`src/rtl/seg7_scan.sv`:
```
// Time-multiplexed 7-segment digit scanner: walks digit slots, presents the nibble,
// decimal point and digit enable for each slot, committing new values only between frames.
module seg7_scan #(
    parameter int DIGITS           = 4,
    parameter int DIV_MAX          = 2999,
    parameter int GUARD            = 2,
    parameter bit DIGIT_ACTIVE_LOW = 1'b1
) (
    input  logic                  clk,
    input  logic                  rst_n,
    input  logic                  load,
    input  logic [4*DIGITS-1:0]   value,
    input  logic [DIGITS-1:0]     dp_in,
    input  logic                  lz_en,
    output logic [3:0]            nibble_out,
    output logic                  dp_out,
    output logic [DIGITS-1:0]     digit_en,
    output logic                  pending
);

    localparam int DIV_W = (DIV_MAX > 0) ? $clog2(DIV_MAX + 1) : 1;
    localparam int IDX_W = (DIGITS > 1) ? $clog2(DIGITS) : 1;

    localparam logic [DIV_W-1:0]  DIV_LAST  = DIV_W'(DIV_MAX);
    localparam logic [DIV_W-1:0]  GUARD_CNT = DIV_W'(GUARD);
    localparam logic [IDX_W-1:0]  IDX_LAST  = IDX_W'(DIGITS - 1);
    localparam logic [DIGITS-1:0] ONE_HOT0  = DIGITS'(1);
    localparam logic [DIGITS-1:0] INACTIVE  = {DIGITS{DIGIT_ACTIVE_LOW}};

    logic [DIV_W-1:0]    div_cnt;
    logic [IDX_W-1:0]    idx;
    logic [4*DIGITS-1:0] pend_val;
    logic [DIGITS-1:0]   pend_dp;
    logic [4*DIGITS-1:0] shadow_val;
    logic [DIGITS-1:0]   shadow_dp;

    logic                tick;
    logic                frame_wrap;
    logic                in_guard;
    logic                blank;
    logic [DIGITS-1:0]   sel;

    assign tick       = (div_cnt == DIV_LAST);
    assign frame_wrap = tick && (idx == IDX_LAST);
    assign in_guard   = (div_cnt < GUARD_CNT);

    // A slot is blanked when it and every more-significant digit are zero.
    always_comb begin
        blank = 1'b0;
        if (lz_en && idx != '0) begin
            blank = 1'b1;
            for (int k = 0; k < DIGITS; k++) begin
                if (k >= int'(idx) && shadow_val[4*k +: 4] != 4'h0) begin
                    blank = 1'b0;
                end
            end
        end
    end

    always_comb begin
        sel = '0;
        if (!in_guard && !blank) begin
            sel = ONE_HOT0 << idx;
        end
    end

    always_ff @(posedge clk or negedge rst_n) begin
        if (!rst_n) begin
            div_cnt <= '0;
            idx     <= '0;
        end else begin
            div_cnt <= tick ? '0 : div_cnt + 1'b1;
            if (tick) begin
                idx <= (idx == IDX_LAST) ? '0 : idx + 1'b1;
            end
        end
    end

    // A load coinciding with the frame boundary goes straight to the shadow.
    always_ff @(posedge clk or negedge rst_n) begin
        if (!rst_n) begin
            pend_val   <= '0;
            pend_dp    <= '0;
            pending    <= 1'b0;
            shadow_val <= '0;
            shadow_dp  <= '0;
        end else if (frame_wrap) begin
            if (load) begin
                shadow_val <= value;
                shadow_dp  <= dp_in;
            end else if (pending) begin
                shadow_val <= pend_val;
                shadow_dp  <= pend_dp;
            end
            pending <= 1'b0;
        end else if (load) begin
            pend_val <= value;
            pend_dp  <= dp_in;
            pending  <= 1'b1;
        end
    end

    always_ff @(posedge clk or negedge rst_n) begin
        if (!rst_n) begin
            nibble_out <= 4'h0;
            dp_out     <= 1'b0;
            digit_en   <= INACTIVE;
        end else begin
            nibble_out <= shadow_val[4*idx +: 4];
            dp_out     <= shadow_dp[idx];
            digit_en   <= sel ^ INACTIVE;
        end
    end

endmodule
```
`config.mk`:
```
export PLATFORM = sky130hd
export DESIGN_NAME = seg7_scan
export DESIGN_NICKNAME = d
export VERILOG_FILES = /design/src/rtl/seg7_scan.sv
export SDC_FILE = /design/constraint.sdc
export NUM_CORES = 1
export LEC_CHECK = 0
export CAP_MARGIN = 20
export CORE_MARGIN = 5
export CORE_UTILIZATION = 55
export DETAILED_ROUTE_END_ITERATION = 8
export PLACE_DENSITY = 0.79
export RECOVER_POWER = 100
export SKIP_LAST_GASP = 1
export SLEW_MARGIN = 20
export SYNTH_ARGS = -nofsm -noshare
export SYNTH_HDL_FRONTEND = slang
export SYNTH_SLANG_ARGS = --single-unit
```
`constraint.sdc`:
```
create_clock -name clk -period 2.4 [get_ports clk]
set_clock_uncertainty 0.05 [all_clocks]
set_input_delay 0.24 -clock clk [delete_from_list [all_inputs] [get_ports clk]]
set_output_delay 0.24 -clock clk [all_outputs]
set_load 0.005 [all_outputs]
```
Word-level counts from Yosys, hierarchy flattened --
Cells that the tools add are included.
Cells by class: bitwise gates (word level) 2, muxes and demuxes 16, shifts and indexed selects 2, reductions and logical operators 17, equal/unequal tests 2, $add $sub $neg 2, magnitude comparators 5
Operators by type and width (number):
- $mux 16 | 2
- $reduce_bool 4->1 | 4
- $shiftx 16x5->4 | 1
- $add 12x1->12 const B | 1
- $eq 12x12->1 const B | 1
- $lt 12x2->1 const B | 1
- $mux 12 | 1
- $mux 4 | 3
- $mux 1 | 8
- $logic_and 1x1->1 | 6
- $reduce_bool 2->1 | 3
- $ge 1x2->1 const A | 2
- $not 4->4 | 1
- $reduce_and 2->1 | 2
- $shl 1x2->4 const A | 1
- $lt 2x3->1 const B | 1
- $add 2x1->2 const B | 1
- $bmux 1 s2 | 1
- $eq 2x2->1 const B | 1
- $ge 2x2->1 const A | 1
- $logic_not 1->1 | 2
- $mux 2 | 1
- $not 1->1 | 1
Word-level totals: word-level logic and storage cells 56, register bits 64

Logic depth before layout (Yosys ltp) --
Gate-level depths: netlist of the first run.
depth after elaboration 11, gate-level depth with buffers 7, mapped depth without buffers 6

Worst setup path before layout of the first run --
Ideal clock, no wire load.
kind register -> register, start reg div_cnt[0], end reg pend_dp[0], setup slack 0.551 ns, clock period less this slack 1.849 ns, setup time 0.125 ns, cell stages (with the launch flop) 7, arrival 1.674 ns, data required time 2.225 ns, cell sequence dfrtp_1 ha_1 and4bb_1 nand4bb_1 o21ai_1 buf_4 mux2_2
Between the ends: cells in the longest elaborated chain, start to end 4
Ends and longest elaborated chain:
- start, declared | line 30 | logic [DIV_W-1:0] div_cnt;
- start signal, assigned | line 72 | div_cnt <= tick ? '0 : div_cnt + 1'b1;
- $eq 12x12->1 | line 43 | assign tick = (div_cnt == DIV_LAST);
- $logic_and 1x1->1 | line 44 | assign frame_wrap = tick && (idx == IDX_LAST);
- $not 1->1 (no source line)
- $reduce_and 2->1 (no source line)
- end signal, assigned | line 98 | pend_dp <= dp_in;
- end, declared | line 33 | logic [DIGITS-1:0] pend_dp;
Every way passes these cells. A chain may end at the register's enable or synchronous reset.

Final worst setup path of the first run --
start reg div_cnt[1], end reg shadow_dp[0]
Between the ends: cells in the longest elaborated chain, start to end 3
Ends and longest elaborated chain:
- $eq 12x12->1 | line 43
- $logic_and 1x1->1 | line 44
- $reduce_and 2->1 (no source line)
- end signal, assigned | line 90 | shadow_dp <= dp_in;
- end signal, assigned | line 93 | shadow_dp <= pend_dp;
- end, declared | line 35 | logic [DIGITS-1:0] shadow_dp;
Every way passes these cells.

==> metrics.yaml, run 1 <==
synth_edf_count: 0
fillers: 400
placementRows: 26
crit_arrival_ns: 2.24
antennaDiodeCount: 0
clock_sinks: 64
clkLatencyLatePin_ns: 0.33
numPortBuffers: 33
vias_per_cell: 5.550
cpMaxStageDelayCell: "or4_4"
multi_input_area_sq_um: 1220
wl_per_cell_microns: 15.51
cts.path.max_buffers: 2
m1WireLength_mm: 2.358
drc_errors: 0
syn2layout_area_growth_pct: 20.33
synth-warning-count: 0
critPathMaxFanout: 20
path_class: "reg2reg"
grt.overflow.total: 0
synthCells: 237
slew_headroom_pct: 47.08
drt-total-wl_mm: 5.443
timing.rr.start: "div_cnt[1]"
report.final.slew_viol_count: 0
status: "finished clean"
dp.cells: 334
grt_use_total_pct: 17.50
cts_tree: "built"
antenna_found_initial: 0
netSwitchingPower_uw: 479.2
p_sw_share_pct: 21.37
p_per_area_nw_per_um2: 637.2
r2r_slack_ns: 0.35
grt_max_degree: 34
r2r_end: "shadow_dp[0]"
synth_top_area_cell: "dfrtp_1"
slowest_delay_ns: 0.69
ys_seq_area_share_pct: 54.94
gp_congestion: 0.8373
worstMarginPinSlew_ns: 0.7938
cp-start-kind: "register"
dieArea_sq_um: 6875
hold_path_class: "in2async"
final_antenna_net_count: 0
reg2reg_depth: 5
firstDrtPassIters: 4
synth_flop_cell: "dfrtp_1"
seq_power_share_pct: 51.5
crit_start: "div_cnt[1]"
synth.area.top_cells: "dfrtp_1, mux2_2, mux2i_1"
initial_utilization_pct: 56.89
peakVddDrop_mv: 0.4605
period_share_pct: 85.36
critical_path.cell_chain: "ha_1 -> and4bb_1 -> nand3_1 -> or4_4 -> o21ai_0"
place_ws_ns: 0.4049
fin_tns_setup_ns: 0
die_y_microns: 82.92
yosysMostFrequentCell: "dfrtp_1"
max_freq_mhz: 488.2
synth_cell_types: 36
hold_viol_final: 0
die_w_microns: 82.92
syn_area_sq_um: 2924
yosysTopAreaCellShare_pct: 51.35
drv_cap: 0
nets: 306
combPwrFrac_pct: 7.7
dp_hpwl_mm: 3.888
cp-end-kind: "register"
path_clk_slew_ns: 0.06
fin_cells: 351
drive_gt1_share_pct: 20.64
topRoutingLayerUsed: "met4"
grt_pass1_vias: 2016
total_leakage_power_uw: 0.001536
fin_ws_ns: 0.3515
p_int_uw: 1763
finalCriticalPeriod_ns: 2.049
seqCellArea_sq_um: 1607
power_frac_clock_pct: 40.8
met3_length_microns: 277
numCtsBuffers: 9
grt_first_pass_wirelength_mm: 9.542
yosys-top-cells-count: "dfrtp_1, o21ai_0, mux2_2, mux2i_1, o21ai_1"
dr.first_iter.drc_count: 149
ys_seq_elements: 64
setup_viol: 0
met2WireLength_mm: 2.761
cts_resized: 0
rsz0062_at_grt: "false"
avgSynthCellArea_sq_um: 12.34
core_area_sq_um: 5140
cts-root-buf: "clkbuf_8"
synth_nets: 267
critPathRequiredTime_ns: 2.59
ioPinCount: 34
dr_total_vias: 1948
htree_levels: 3
synthArstFlopShare_pct: 100.0
## final cells by class
cell class                 instances  area share [%]
clock inverter                     3           1.138
sequential                        64           45.66
multi-input combinational        154           34.67
timing repair buffer              41           10.88
inverter                           6          0.6401
clock buffer                      13           4.516
tap                               70           2.489
## power by group through the flow
stage          registers [uW]  logic (uW)  clock network (uW)
3_3_place_gp             1170         180                   0
2_1_floorplan            1170        93.2                   0
3_5_place_dp             1170         184                   0
4_1_cts                  1150         187                 932
6_report                 1150         174                 914
5_1_grt                  1160         194                1000
## stage by stage
| stage | hold WS (ns) | power [uW] | instance area [sq um] | utilization [%] |
|---|---|---|---|---|
| final | 0.4270 | 2242 | 3518 | 68.45 |
| after global routing | 0.4699 | 2356 | 3518 | 68.45 |
| after CTS | 0.4366 | 2273 | 3541 | 68.89 |
| after detailed placement | 0.2853 | 1358 | 3332 | 64.82 |
| after global placement | 0.2783 | 1351 | 3332 | 64.82 |
| after floorplan | -0.1056 | 1260 | 2924 | - |
## worst max path at each step
stage	end	slack [ns]	cells past startpoint
floorplan	pend_dp[0]	0.55	6
global placement	pend_val[9]	0.47	6
detailed placement	shadow_val[2]	0.40	6
CTS	shadow_dp[0]	0.41	5
global route	pend_val[0]	0.18	5
finish	shadow_dp[0]	0.35	5
## routing by layer
| layer | vias to the layer above | track usage (%) |
|---|---|---|
| li1 | 933 | - |
| met1 | 964 | 22.64 |
| met2 | 46 | 27.41 |
| met3 | 5 | 5.644 |
| met4 | 0 | 6.835 |
| met5 | - | 0 |
## worst max-delay path, delay by kind of cell, from the launching register on
kind	cells	cell delay, ns
simple gates	3	1.08
flops	1	0.39
fa+ha+maj	1	0.22
compound gates	1	0.23
## state kept, by name (all words and copies together) (netlist names), 2 cells and up
name,count
pend_val,16
shadow_val,16
div_cnt,12
digit_en,4
nibble_out,4
pend_dp,4
shadow_dp,4
idx,2
## timing repair
item	CTS	global route
setup buffers	0	0
hold buffers	1	0
endpoints found under the hold margin	27	0
## cell families (layout without fill, tap and decap cells)
family / count (synthesis) / after routing / synth area share, %
multiplexers: 47 / 47 / 19.13
AO/OA/AOI/OAI: 49 / 49 / 8.772
adder cells (fa/ha/maj): 6 / 6 / 2.567
AND/OR/NAND/NOR: 44 / 44 / 8.901
buffers and inverters: 19 / 63 / 3.295
XOR/XNOR: 8 / 8 / 2.396
flip-flops: 64 / 64 / 54.94
## cell usage in the layout (no fill, tap or decap), types with 5 or more instances in the layout
cell              n
dfrtp_1          60
o21ai_0          42
clkdlybuf4s50_1  22
mux2i_1          21
mux2_2           21
clkbuf_8         11
dlygate4sd3_1    11
nor2_1            9
nand2_1           7
inv_1             6
xor2_1            6
ha_1              6
nor4_1            5
nand3_1           5
mux4_2            5
buf_4             5
Note: power is estimated with default switching activity, not from simulation.
==> run 2, diff against run 1 <==
--- a/config.mk
+++ b/config.mk
@@ -9,6 +9,7 @@
 export CORE_MARGIN = 5
 export CORE_UTILIZATION = 55
 export DETAILED_ROUTE_END_ITERATION = 8
+export HOLD_SLACK_MARGIN = 0.03
 export PLACE_DENSITY = 0.79
 export RECOVER_POWER = 100
 export SKIP_LAST_GASP = 1
==> results of run 2 <==
No change in the layout: final DEF, timing and power equal those of run 1.
==> RTL edit, RTL diff (settings of run 2) <==
Change the parameter `DIGITS` from 4 to 16.
--- a/src/rtl/seg7_scan.sv
+++ b/src/rtl/seg7_scan.sv
@@ -1,7 +1,7 @@
 // Time-multiplexed 7-segment digit scanner: walks digit slots, presents the nibble,
 // decimal point and digit enable for each slot, committing new values only between frames.
 module seg7_scan #(
-    parameter int DIGITS           = 4,
+    parameter int DIGITS           = 16,
     parameter int DIV_MAX          = 2999,
     parameter int GUARD            = 2,
     parameter bit DIGIT_ACTIVE_LOW = 1'b1
Ports: changed (resized digit_en, dp_in and value); port bits go from 34 to 106. The function was not compared with the original's and may differ.
==> RTL edit against run 2 <==
  * Setup slack worse by 0.23 ns
  * Final area grew to 3.1 times the old value
  * Sequential cell count up 134
  * Area after synthesis rose to 3.1 times the old value
  * Power grew to 3.1 times the old value
  * Via count rose to 3.1 times the old value
  * Sequential share of layout area up 0.10 points
  * Wire length rose to 3.6 times the old value
  * Critical path type unchanged
  * Highest routed layer unchanged
==> RTL edit: results <==
metrics = {
    "synthesis": {
        "synthAdderAreaFrac_pct": 1.114,
        "synthTopCellsByCount": "182 x dfrtp_1, 93 x nand2_1, 81 x o21ai_1",
        "synth-xor-area-share_pct": 0.8776,
        "synth_compound_area_share_pct": 6.310,
        "synthMuxAreaShare_pct": 25.25,
        "synth.area.top_cells": "dfrtp_1 51%, mux2_1 10%, mux2i_1 8.9%, mux4_2 6.0%, dfstp_2 4.7%",
    },
    "placement": {
        "place_inst": 1007,
        "hpwl_mm": 13.90,
        "postPlaceCellArea_um2": 10320,
        "place_ws_ns": 0.05999,
    },
    "route": {
        "met2_length_mm": 9.968,
        "drt_pre_antenna_iters": 5,
        "dr_wl_met3_mm": 1.027,
    },
    "critical_path": {
        "critPathMaxStageDelay_ns": 0.59,
        "reg2reg_depth": 4,
        "setup.worst_path.end": "nibble_out[0]",
        "arrival_ns": 2.53,
        "cp_max_fo": 8,
        "startpoint": "idx[0]",
    },
    "global_routing": {
        "grt.met2_usage_pct": 37.47,
        "grt_max_degree": 90,
        "grt_use_total_pct": 21.88,
        "use_met1_pct": 27.74,
    },
    "power": {
        "ir_drop_uv": 489.0,
        "clock_power_w": 0.00283,
    },
    "cts": {
        "root_buffer": "clkbuf_16",
        "cts-buffers-inserted": 17,
    },
    "sta": {
        "finalCriticalPeriod_ns": 2.282,
    },
    "run_status": {
        "status": "finished clean",
    },
    "finish": {
        "layout.nets": 903,
        "top_regs": "pend_val x64, shadow_val x64",
    },
}
## RTL edit: changes by cell type after synthesis, sizes merged, moves of 11 or more
cell,delta
dfrtp,+122
nand2,+86
mux2,+59
mux2i,+59
o21ai,+44
mux4,+20
buf,+18
clkbuf,+15
nand4,+13
dfstp,+12
nor4,+11
## RTL edit: kinds of logic (layout without fill, tap and decap cells)
| group | after synthesis | count (layout) |
|---|---|---|
| AOI/OAI and AO/OA | 105 | 105 |
| xor gates and xnor gates | 9 | 9 |
| adders and majority gates | 8 | 8 |
| buffers and inverters | 51 | 160 |
| DFF | 198 | 198 |
| muxes | 185 | 185 |
| and+or+nand+nor | 158 | 158 |
## RTL edit: layout make-up
| cell class | instances | area [µm²] |
|---|---|---|
| clock inverter | 13 | 147.6 |
| multi-input combinational | 465 | 3754 |
| inverter | 5 | 18.77 |
| tap | 216 | 270.3 |
| fill | 1149 | 5072 |
| timing repair buffer | 124 | 1266 |
| clock buffer | 18 | 439.2 |
| sequential | 198 | 4975 |
